`src/rtl/dm_pkg.sv`:
```
// Shared types and defaults for the data-memory arbiter.
// State encoding, requester index and default geometry.
package dm_pkg;

  localparam int DM_AW    = 16;
  localparam int DM_DW    = 16;
  localparam int DM_DEPTH = 8;

  typedef logic idx_t;

  typedef enum logic [1:0] {
    IDLE  = 2'd0,
    LOCK0 = 2'd1,
    LOCK1 = 2'd2
  } arb_state_e;

  function automatic idx_t other(idx_t i);
    return ~i;
  endfunction

endpackage

```
`src/rtl/dm_arbiter_if.sv`:
```
// One requester port of the data-memory arbiter.
// master = requester side, slave = arbiter side.
interface dm_arbiter_if #(
  parameter int AW = 16,
  parameter int DW = 16
);
  logic          req;
  logic          we;
  logic [AW-1:0] addr;
  logic [DW-1:0] wdata;
  logic          lock;
  logic          gnt;
  logic          rvalid;
  logic [DW-1:0] rdata;
  logic          err;

  modport master (
    output req, we, addr, wdata, lock,
    input  gnt, rvalid, rdata, err
  );

  modport slave (
    input  req, we, addr, wdata, lock,
    output gnt, rvalid, rdata, err
  );
endinterface

```
`src/rtl/dm_arbiter_rr_pick2.sv`:
```
// Combinational two-way round-robin picker.
// A valid force wins when its requester asks.
module rr_pick2
  import dm_pkg::*;
(
  input  logic [1:0] req,
  input  idx_t       prio,
  input  logic       force_valid,
  input  idx_t       force_idx,
  output logic [1:0] gnt
);

  // force first, then prio on contention, else the lone requester
  always_comb begin
    gnt = '0;
    if (force_valid && req[force_idx]) begin
      gnt[force_idx] = 1'b1;
    end else if (req == 2'b11) begin
      gnt[prio] = 1'b1;
    end else begin
      gnt = req;
    end
  end

endmodule

```
`src/rtl/dm_arbiter.sv`:
```
// Round-robin arbiter for the 8x16 data memory.
// Grant locking is compiled in with DM_ARB_LOCK_EN.
module dm_arbiter
  import dm_pkg::*;
#(
  parameter int AW       = DM_AW,
  parameter int DW       = DM_DW,
  parameter int DEPTH    = DM_DEPTH,
  parameter int LOCK_MAX = 4
) (
  input  logic          CLK,
  input  logic          RST_N,
  dm_arbiter_if.slave   p0,
  dm_arbiter_if.slave   p1,
  output logic [AW-1:0] Address,
  output logic          Mem_Read,
  output logic          Mem_Write,
  output logic [DW-1:0] DM_WData,
  input  logic [DW-1:0] DM_RData
);

  logic [1:0]    req;
  logic [1:0]    gnt;
  idx_t          prio;
  idx_t          sel;
  logic          any;
  logic          force_valid;
  idx_t          force_idx;
  logic [AW-1:0] sel_addr;
  logic [DW-1:0] sel_wdata;
  logic          sel_we;
  logic          in_rng;
  logic [1:0]    rvalid_q;
  logic [1:0]    err_q;
  logic [DW-1:0] rdata0_q;
  logic [DW-1:0] rdata1_q;

  assign req = {p1.req, p0.req} & {2{RST_N}};

  rr_pick2 u_pick (
    .req         (req),
    .prio        (prio),
    .force_valid (force_valid),
    .force_idx   (force_idx),
    .gnt         (gnt)
  );

  assign any       = |gnt;
  assign sel       = gnt[1];
  assign sel_addr  = sel ? p1.addr  : p0.addr;
  assign sel_wdata = sel ? p1.wdata : p0.wdata;
  assign sel_we    = sel ? p1.we    : p0.we;
  assign in_rng    = sel_addr < AW'(DEPTH);

  assign p0.gnt    = gnt[0];
  assign p1.gnt    = gnt[1];
  assign p0.rvalid = rvalid_q[0];
  assign p1.rvalid = rvalid_q[1];
  assign p0.err    = err_q[0];
  assign p1.err    = err_q[1];
  assign p0.rdata  = rdata0_q;
  assign p1.rdata  = rdata1_q;

  // memory pins carry the winner only when in range
  always_comb begin
    Address   = '0;
    Mem_Read  = 1'b0;
    Mem_Write = 1'b0;
    DM_WData  = '0;
    if (any && in_rng) begin
      Address   = sel_addr;
      Mem_Read  = !sel_we;
      Mem_Write = sel_we;
      DM_WData  = sel_wdata;
    end
  end

  // one-cycle registered response
  always_ff @(posedge CLK or negedge RST_N) begin
    if (!RST_N) begin
      rvalid_q <= '0;
      err_q    <= '0;
      rdata0_q <= '0;
      rdata1_q <= '0;
    end else begin
      rvalid_q <= gnt;
      err_q    <= gnt & {2{!in_rng}};
      rdata0_q <= (gnt[0] && Mem_Read) ? DM_RData : '0;
      rdata1_q <= (gnt[1] && Mem_Read) ? DM_RData : '0;
    end
  end

  // priority flips to the loser after each grant
  always_ff @(posedge CLK or negedge RST_N) begin
    if (!RST_N) begin
      prio <= 1'b0;
    end else if (any) begin
      prio <= other(sel);
    end
  end

`ifdef DM_ARB_LOCK_EN
  localparam int CW = $clog2(LOCK_MAX + 1);

  arb_state_e    state;
  arb_state_e    state_d;
  logic [CW-1:0] lock_cnt;
  logic [CW-1:0] cnt_d;
  logic [CW-1:0] cnt_inc;

  assign cnt_inc = lock_cnt + CW'(1);

  // lock state and count register
  always_ff @(posedge CLK or negedge RST_N) begin
    if (!RST_N) begin
      state    <= IDLE;
      lock_cnt <= '0;
    end else begin
      state    <= state_d;
      lock_cnt <= cnt_d;
    end
  end

  // owner of the lock is forced through the picker
  always_comb begin
    force_valid = 1'b0;
    force_idx   = 1'b0;
    unique case (state)
      LOCK0: begin
        force_valid = 1'b1;
        force_idx   = 1'b0;
      end
      LOCK1: begin
        force_valid = 1'b1;
        force_idx   = 1'b1;
      end
      default: ;
    endcase
  end

  // enter on a locked grant, leave on release or budget
  always_comb begin
    state_d = state;
    cnt_d   = lock_cnt;
    unique case (state)
      IDLE: begin
        cnt_d = '0;
        if (LOCK_MAX > 1) begin
          if (gnt[0] && p0.lock) begin
            state_d = LOCK0;
            cnt_d   = CW'(1);
          end else if (gnt[1] && p1.lock) begin
            state_d = LOCK1;
            cnt_d   = CW'(1);
          end
        end
      end
      LOCK0: begin
        if (!p0.req || !p0.lock ||
            cnt_inc >= CW'(LOCK_MAX)) begin
          state_d = IDLE;
          cnt_d   = '0;
        end else begin
          cnt_d = cnt_inc;
        end
      end
      LOCK1: begin
        if (!p1.req || !p1.lock ||
            cnt_inc >= CW'(LOCK_MAX)) begin
          state_d = IDLE;
          cnt_d   = '0;
        end else begin
          cnt_d = cnt_inc;
        end
      end
      default: begin
        state_d = IDLE;
        cnt_d   = '0;
      end
    endcase
  end
`else
  logic unused_lock;

  assign unused_lock = p0.lock ^ p1.lock;
  assign force_valid = 1'b0;
  assign force_idx   = 1'b0;
`endif

endmodule
```
`src/flat_wrapper.sv`:
```
// flat-port wrapper written by rule: the top's interface ports become plain ports
module dm_arbiter_flat import dm_pkg::*;
#(
  parameter int AW       = DM_AW,
  parameter int DW       = DM_DW,
  parameter int DEPTH    = DM_DEPTH,
  parameter int LOCK_MAX = 4
)
  (CLK, RST_N, Address, Mem_Read, Mem_Write, DM_WData, DM_RData, p0_req, p0_we, p0_addr, p0_wdata, p0_lock, p0_gnt, p0_rvalid, p0_rdata, p0_err, p1_req, p1_we, p1_addr, p1_wdata, p1_lock, p1_gnt, p1_rvalid, p1_rdata, p1_err);
  dm_arbiter_if #(.AW(AW), .DW(DW)) p0_i ();
  dm_arbiter_if #(.AW(AW), .DW(DW)) p1_i ();
  input  logic CLK;
  input  logic RST_N;
  output logic [AW-1:0] Address;
  output logic Mem_Read;
  output logic Mem_Write;
  output logic [DW-1:0] DM_WData;
  input  logic [DW-1:0] DM_RData;
  input wire logic [$bits(p0_i.req)-1:0] p0_req;
  input wire logic [$bits(p0_i.we)-1:0] p0_we;
  input wire logic [$bits(p0_i.addr)-1:0] p0_addr;
  input wire logic [$bits(p0_i.wdata)-1:0] p0_wdata;
  input wire logic [$bits(p0_i.lock)-1:0] p0_lock;
  output wire logic [$bits(p0_i.gnt)-1:0] p0_gnt;
  output wire logic [$bits(p0_i.rvalid)-1:0] p0_rvalid;
  output wire logic [$bits(p0_i.rdata)-1:0] p0_rdata;
  output wire logic [$bits(p0_i.err)-1:0] p0_err;
  input wire logic [$bits(p1_i.req)-1:0] p1_req;
  input wire logic [$bits(p1_i.we)-1:0] p1_we;
  input wire logic [$bits(p1_i.addr)-1:0] p1_addr;
  input wire logic [$bits(p1_i.wdata)-1:0] p1_wdata;
  input wire logic [$bits(p1_i.lock)-1:0] p1_lock;
  output wire logic [$bits(p1_i.gnt)-1:0] p1_gnt;
  output wire logic [$bits(p1_i.rvalid)-1:0] p1_rvalid;
  output wire logic [$bits(p1_i.rdata)-1:0] p1_rdata;
  output wire logic [$bits(p1_i.err)-1:0] p1_err;
  assign p0_i.req = p0_req;
  assign p0_i.we = p0_we;
  assign p0_i.addr = p0_addr;
  assign p0_i.wdata = p0_wdata;
  assign p0_i.lock = p0_lock;
  assign p0_gnt = p0_i.gnt;
  assign p0_rvalid = p0_i.rvalid;
  assign p0_rdata = p0_i.rdata;
  assign p0_err = p0_i.err;
  assign p1_i.req = p1_req;
  assign p1_i.we = p1_we;
  assign p1_i.addr = p1_addr;
  assign p1_i.wdata = p1_wdata;
  assign p1_i.lock = p1_lock;
  assign p1_gnt = p1_i.gnt;
  assign p1_rvalid = p1_i.rvalid;
  assign p1_rdata = p1_i.rdata;
  assign p1_err = p1_i.err;
  dm_arbiter #(.AW(AW), .DW(DW), .DEPTH(DEPTH), .LOCK_MAX(LOCK_MAX)) u_core (.CLK(CLK), .RST_N(RST_N), .p0(p0_i), .p1(p1_i), .Address(Address), .Mem_Read(Mem_Read), .Mem_Write(Mem_Write), .DM_WData(DM_WData), .DM_RData(DM_RData));
endmodule
```
`config.mk`:
```
export PLATFORM = sky130hd
export DESIGN_NAME = dm_arbiter_flat
export DESIGN_NICKNAME = d
export VERILOG_FILES = /design/src/rtl/dm_pkg.sv /design/src/rtl/dm_arbiter_if.sv /design/src/rtl/dm_arbiter_rr_pick2.sv /design/src/rtl/dm_arbiter.sv /design/src/flat_wrapper.sv
export SDC_FILE = /design/constraint.sdc
export NUM_CORES = 1
export LEC_CHECK = 0
export CAP_MARGIN = 0
export CORE_AREA = 4 4 73 102
export CTS_BUF_LIST = sky130_fd_sc_hd__clkbuf_2
export CTS_CLUSTER_DIAMETER = 100
export CTS_CLUSTER_SIZE = 28
export DETAILED_ROUTE_END_ITERATION = 10
export DIE_AREA = 0 0 77 106
export GPL_TIMING_DRIVEN = 0
export PLACE_DENSITY = 0.73
export SYNTH_ARGS = -nofsm -noshare
export SYNTH_HDL_FRONTEND = slang
export SYNTH_HIERARCHICAL = 1
export SYNTH_SLANG_ARGS = --single-unit
```
`constraint.sdc`:
```
create_clock -name CLK -period 2.3 [get_ports CLK]
set_clock_uncertainty 0.15 [all_clocks]
set_input_delay 0.46 -clock CLK [delete_from_list [all_inputs] [get_ports CLK]]
set_output_delay 0.46 -clock CLK [all_outputs]
set_load 0.005 [all_outputs]
```
Yosys cells after proc, flatten, opt, wreduce, memory -nomap -nowiden

Cells that the tools add are included.

Register bits after elaboration: 37
Input port bits: 88
Output and inout port bits: 72
Word-level logic and storage cells: 31

$lt $le $gt $ge: 3
Equality and inequality tests: 1
Multiplexer cells: 12
Bitwise operators: 3
Reductions and logical operators: 7

Operator list:

| operator            | number |
|---|---|
| $mux 16             | 6 |
| $lt 16x4->1 const B | 1 |
| $and 2x2->2         | 2 |
| $logic_and 1x1->1   | 4 |
| $mux 1              | 4 |
| $eq 2x2->1 const B  | 1 |
| $logic_not 1->1     | 2 |
| $lt 1x2->1 const B  | 1 |
| $mux 2              | 1 |
| $reduce_or 2->1     | 1 |
| $demux 1 s1         | 1 |
| $ge 1x1->1 const B  | 1 |
| $not 1->1           | 1 |

Depth between registers and ports, before layout

Depth in word-level cells: 11
Gate-level depth with buffers: 10
Gate-level depth less buffers: 7

Cells and area by module

Netlist, hierarchy kept.

Modules (own cells, without submodules):

| module     | times used | cells each | area each (sq um) | sequential area each (sq um) |
|---|---|---|---|---|
| dm_arbiter | 1          | 201        | 1868.0            | 925.9 |
| rr_pick2   | 1          | 4          | 31.3              | 0.0 |

Worst setup path after synthesis

OpenSTA, ideal clock, no wires.

Path type: reg2out
From: reg u_core.prio
To: out DM_WData[0]
Arrival: 1.862 ns
Data required time: 1.690 ns
Slack: -0.172 ns
Stages on the path, launching flop included: 10
Buffers on the path: 3
Cell sequence: dfrtp_1 > mux2_4 > o21a_1 > buf_4 > nor3_2 > nand2_1 > a22o_1 > buf_6 > clkbuf_1 > nor2_1

Cells in the longest elaborated chain, start to end: 9
Elaborated cells on any way between the ends: 12
Classes of those cells: order compare (3); mux (6); reduce/logical (3)

Ends and longest elaborated chain:

| element                                                               | line                      | RTL |
|---|---|---|
| start: declaration                                                    | dm_arbiter.sv:24          | `idx_t prio;` |
| start signal: assignment                                              | dm_arbiter.sv:98          | `prio <= other(sel);` |
| $lt 1x2->1 (implied by the code) / $ge 1x1->1 (equally long branches) | dm_arbiter_rr_pick2.sv:19 | `gnt[prio] = 1'b1;` |
| $logic_and 1x1->1 (implied by the code)                               | dm_arbiter_rr_pick2.sv:19 |  |
| $mux 1 (implied by the code)                                          | dm_arbiter_rr_pick2.sv:19 |  |
| $demux 1 s1 (*)                                                       | dm_arbiter_rr_pick2.sv:19 |  |
| $mux 2 (*)                                                            | dm_arbiter_rr_pick2.sv:18 | `end else if (req == 2'b11) begin` |
| net p1_gnt                                                            | flat_wrapper.sv:33        | `output wire logic [$bits(p1_i.gnt)-1:0] p1_gnt;` |
| $mux 16                                                               | dm_arbiter.sv:50          | `assign sel_addr = sel ? p1.addr : p0.addr;` |
| $lt 16x4->1                                                           | dm_arbiter.sv:53          | `assign in_rng = sel_addr < AW'(DEPTH);` |
| $logic_and 1x1->1                                                     | dm_arbiter.sv:70          | `if (any && in_rng) begin` |
| $mux 16 (*)                                                           | dm_arbiter.sv:70          |  |
| end: declaration                                                      | flat_wrapper.sv:17        | `output logic [DW-1:0] DM_WData;` |

Mark *: on every way through the listed nets, which the timed path passes. The rest lies on a longest branch.

Final worst setup path

From: in p0_req
To: out DM_WData[14]

Cells in the longest elaborated chain, start to end: 7
Elaborated cells on any way between the ends: 9
Classes of those cells: order compare (1); eq/ne (1); mux (4); bitwise (1); reduce/logical (2)

Ends and longest elaborated chain:

| element            | line                      | RTL |
|---|---|---|
| start: declaration | flat_wrapper.sv:19        | `input wire logic [$bits(p0_i.req)-1:0] p0_req;` |
| $and 2x2->2 (*)    | dm_arbiter.sv:38          | `assign req = {p1.req, p0.req} & {2{RST_N}};` |
| net u_core.req[0]  | dm_arbiter.sv:22          | `logic [1:0] req;` |
| $eq 2x2->1         | dm_arbiter_rr_pick2.sv:18 |  |
| $mux 2 (*)         | dm_arbiter_rr_pick2.sv:18 |  |
| $mux 16            | dm_arbiter.sv:50          |  |
| $lt 16x4->1        | dm_arbiter.sv:53          |  |
| $logic_and 1x1->1  | dm_arbiter.sv:70          |  |
| $mux 16 (*)        | dm_arbiter.sv:70          |  |

Marks and branches as above.

==> reports/results.ini <==
[hold_path]
hold_path.class=primary input to register

[clock_tree]
cts_sinks=37
cts_tree=built
root_buffer=clkbuf_2
cts.path.max_buffers=2
cts_buffers=5
clkTransAtPathRegs_ns=0.18
clk_latency_ns=0.37
htreeDepth=2

[yosys]
synth_cells=205
synth_top_area_frac=0.487
yosys_warnings=6
synth_largest_area_cell=dfrtp_1
synth_area_leaders=dfrtp_1, nor2_1, a22oi_1
ys_async_sr_fraction=1.00
ys_seq_area_frac=0.487
avgSynthCellArea_sq_um=9.26
ys_types=23
synth_edf_count=0
syn_area_sq_um=1900
synth_ff_type=dfrtp_1
ys_seq_elements=37

[timing]
period_share=1.31
tns_ns=-17.61
hold_viol=0
slew_violations=0
rsz0062_at_grt=true
fmax_mhz=331
hold_slack_ns=0.270
period_needed_ns=3.02
setup_viol=48
fin_ws_ns=-0.723

[routing]
avgRoutedWirePerCell_um=15.0
dr.pass1.iters=4
drt-initial-drc-count=41
drc=0
via_per_inst=4.64
wl_mm=7.03
vias=2178
antenna_left=0

[die]
core.rowCount=35
die_area_sq_um=8160
die_w_um=77
ios=160
start_util=0.291
core_area_sq_um=6530
die_h_um=106

[power]
p_per_area_nw_per_um2=303
p_leak_uw=0.00169
ir_drop_mv=0.157

[place]
io_buffer_count=144
dp_cells=437
gp_congestion=0.724
hpwl_mm=5.18
postPlaceCellArea_sq_um=3650

[global_route]
grt_usage=0.169
grt_pass1_vias=2364
grt_first_pass_wirelength_mm=10.9
antenna_found_initial=0
grt_max_degree=38
overflow=0

[finish]
fin_cells=469
nNetsFinal=482
design_area_sq_um=4270
diodes=0
area_growth_pct=125
layout-drive-gt1-share=0.342

[worst_setup_path]
cp_data_required_time_ns=1.69
start_kind=primary input
r2r_slack_ns=-0.27
reg2regPathDepth=12
cp-startpoint=p0_req
endpoint_kind=primary output
endpoint=DM_WData[14]
r2r_start=u_core/prio
critPathArrivalTime_ns=2.41
path_class=primary input to primary output
critical_path.max_fanout=6
reg2reg_to=u_core/p0.rdata[13]

[run]
cap_violations=0

[status]
failed_checks=negative setup slack
status=finished with violations

## final cells by class
| cell class | instances | area, sq um |
|---|---|---|
| Buffer | 30 | 273 |
| Clock buffer | 5 | 25.0 |
| Clock inverter | 3 | 17.5 |
| Fill cell | 521 | 2250 |
| Inverter | 2 | 7.51 |
| Multi-Input combinational cell | 149 | 1180 |
| Sequential cell | 37 | 926 |
| Tap cell | 74 | 92.6 |
| Timing Repair Buffer | 169 | 1750 |
## worst min path at each step
stage	end	cells after the start	from
CTS	u_core/rvalid_q[0]	3	RST_N
global placement	u_core/prio	2	u_core/prio
floorplan	u_core/err_q[0]	0	RST_N
finish	u_core/rvalid_q[0]	3	RST_N
detailed placement	u_core/prio	2	u_core/prio
global route	u_core/rvalid_q[0]	3	RST_N
## placed cells by master (no fill, tap or decap), types with 2 or more instances in the layout
cell type,instances
a21oi_1,2
a21oi_2,2
a22oi_1,18
and2_1,5
buf_12,9
buf_2,12
buf_4,24
buf_6,14
buf_8,2
clkbuf_1,3
clkbuf_16,3
clkbuf_2,8
clkdlybuf4s15_2,4
clkdlybuf4s50_1,121
clkinv_2,2
conb_1,15
dfrtp_1,37
inv_1,2
nand2_1,36
nor2_1,11
nor2_2,8
nor2_4,23
nor2b_1,2
nor4_1,4
nor4_2,3
nor4_4,14
## cells in the mapped netlist, types with 2 or more instances
master	count
buf_6	2
a21oi_1	4
nor2_1	42
buf_2	4
inv_1	2
nand2_1	36
nor4_2	10
clkbuf_1	10
a22oi_1	18
buf_4	14
nor4_1	10
nor2b_1	2
dfrtp_1	37
and2_1	5
## report_power, final
group,leakage (uW),switching [uW],internal (uW)
clock network,0.0000287,213,70.9
logic,0.00115,149,204
registers,0.000511,2.35,658
total,0.00169,363,933
## worst max-delay path: stages
cell and delay, ns:
clkdlybuf4s50_1 0.46, and2_1 0.11, inv_1 0.06, o21a_4 0.24, buf_6 0.13, nor3_2 0.09, nand2_1 0.06, a22o_1 0.19
buf_6 0.14, clkbuf_16 0.15, buf_4 0.14, nor2_4 0.07, buf_6 0.10
## what timing repair did
item | 4_1_cts | 5_1_grt
pin swaps | 21 | 5
endpoints found under the hold margin | 37 | 0
cloned | 4 | 0
setup endpoints to repair | 58 | 50
buffers inserted | 19 | 8
hold buffers | 2 | 0
gates resized for setup | 139 | 37
## sequential cells by signal (all words and copies together) (netlist names)
| name | flops |
|---|---|
| u_core/p0.rdata | 16 |
| u_core/rvalid_q | 2 |
| u_core/err_q | 2 |
| u_core/p1.rdata | 16 |
| u_core/prio | 1 |
## through the flow
step / setup slack [ns] / power, uW / utilization
floorplan: -0.0524 / 785 / -
global placement: -2.47 / 976 / 0.560
detailed placement: -1.46 / 978 / 0.559
CTS: -0.735 / 1290 / 0.635
global route: -0.851 / 1350 / 0.655
finish: -0.723 / 1300 / 0.655
## routing by layer
layer  track usage  vias to the layer above  wire, um
li1              -                     1040         -
met1         0.158                     1012      2310
met2         0.342                      115      3940
met3        0.0492                       11       639
met4        0.0560                        0       144
met5             0                        -         0
## kinds of logic (layout without fill, tap and decap cells)
group,count (synthesis),after routing,synth area share
AO/OA/AOI/OAI,24,24,0.0903
buffers and inverters,33,209,0.109
flip-flops,37,37,0.487
multiplexers,1,1,0.00790
other,1,15,0.00197
AND/OR/NAND/NOR,109,109,0.303
Power figures use the tool's default switching activity.
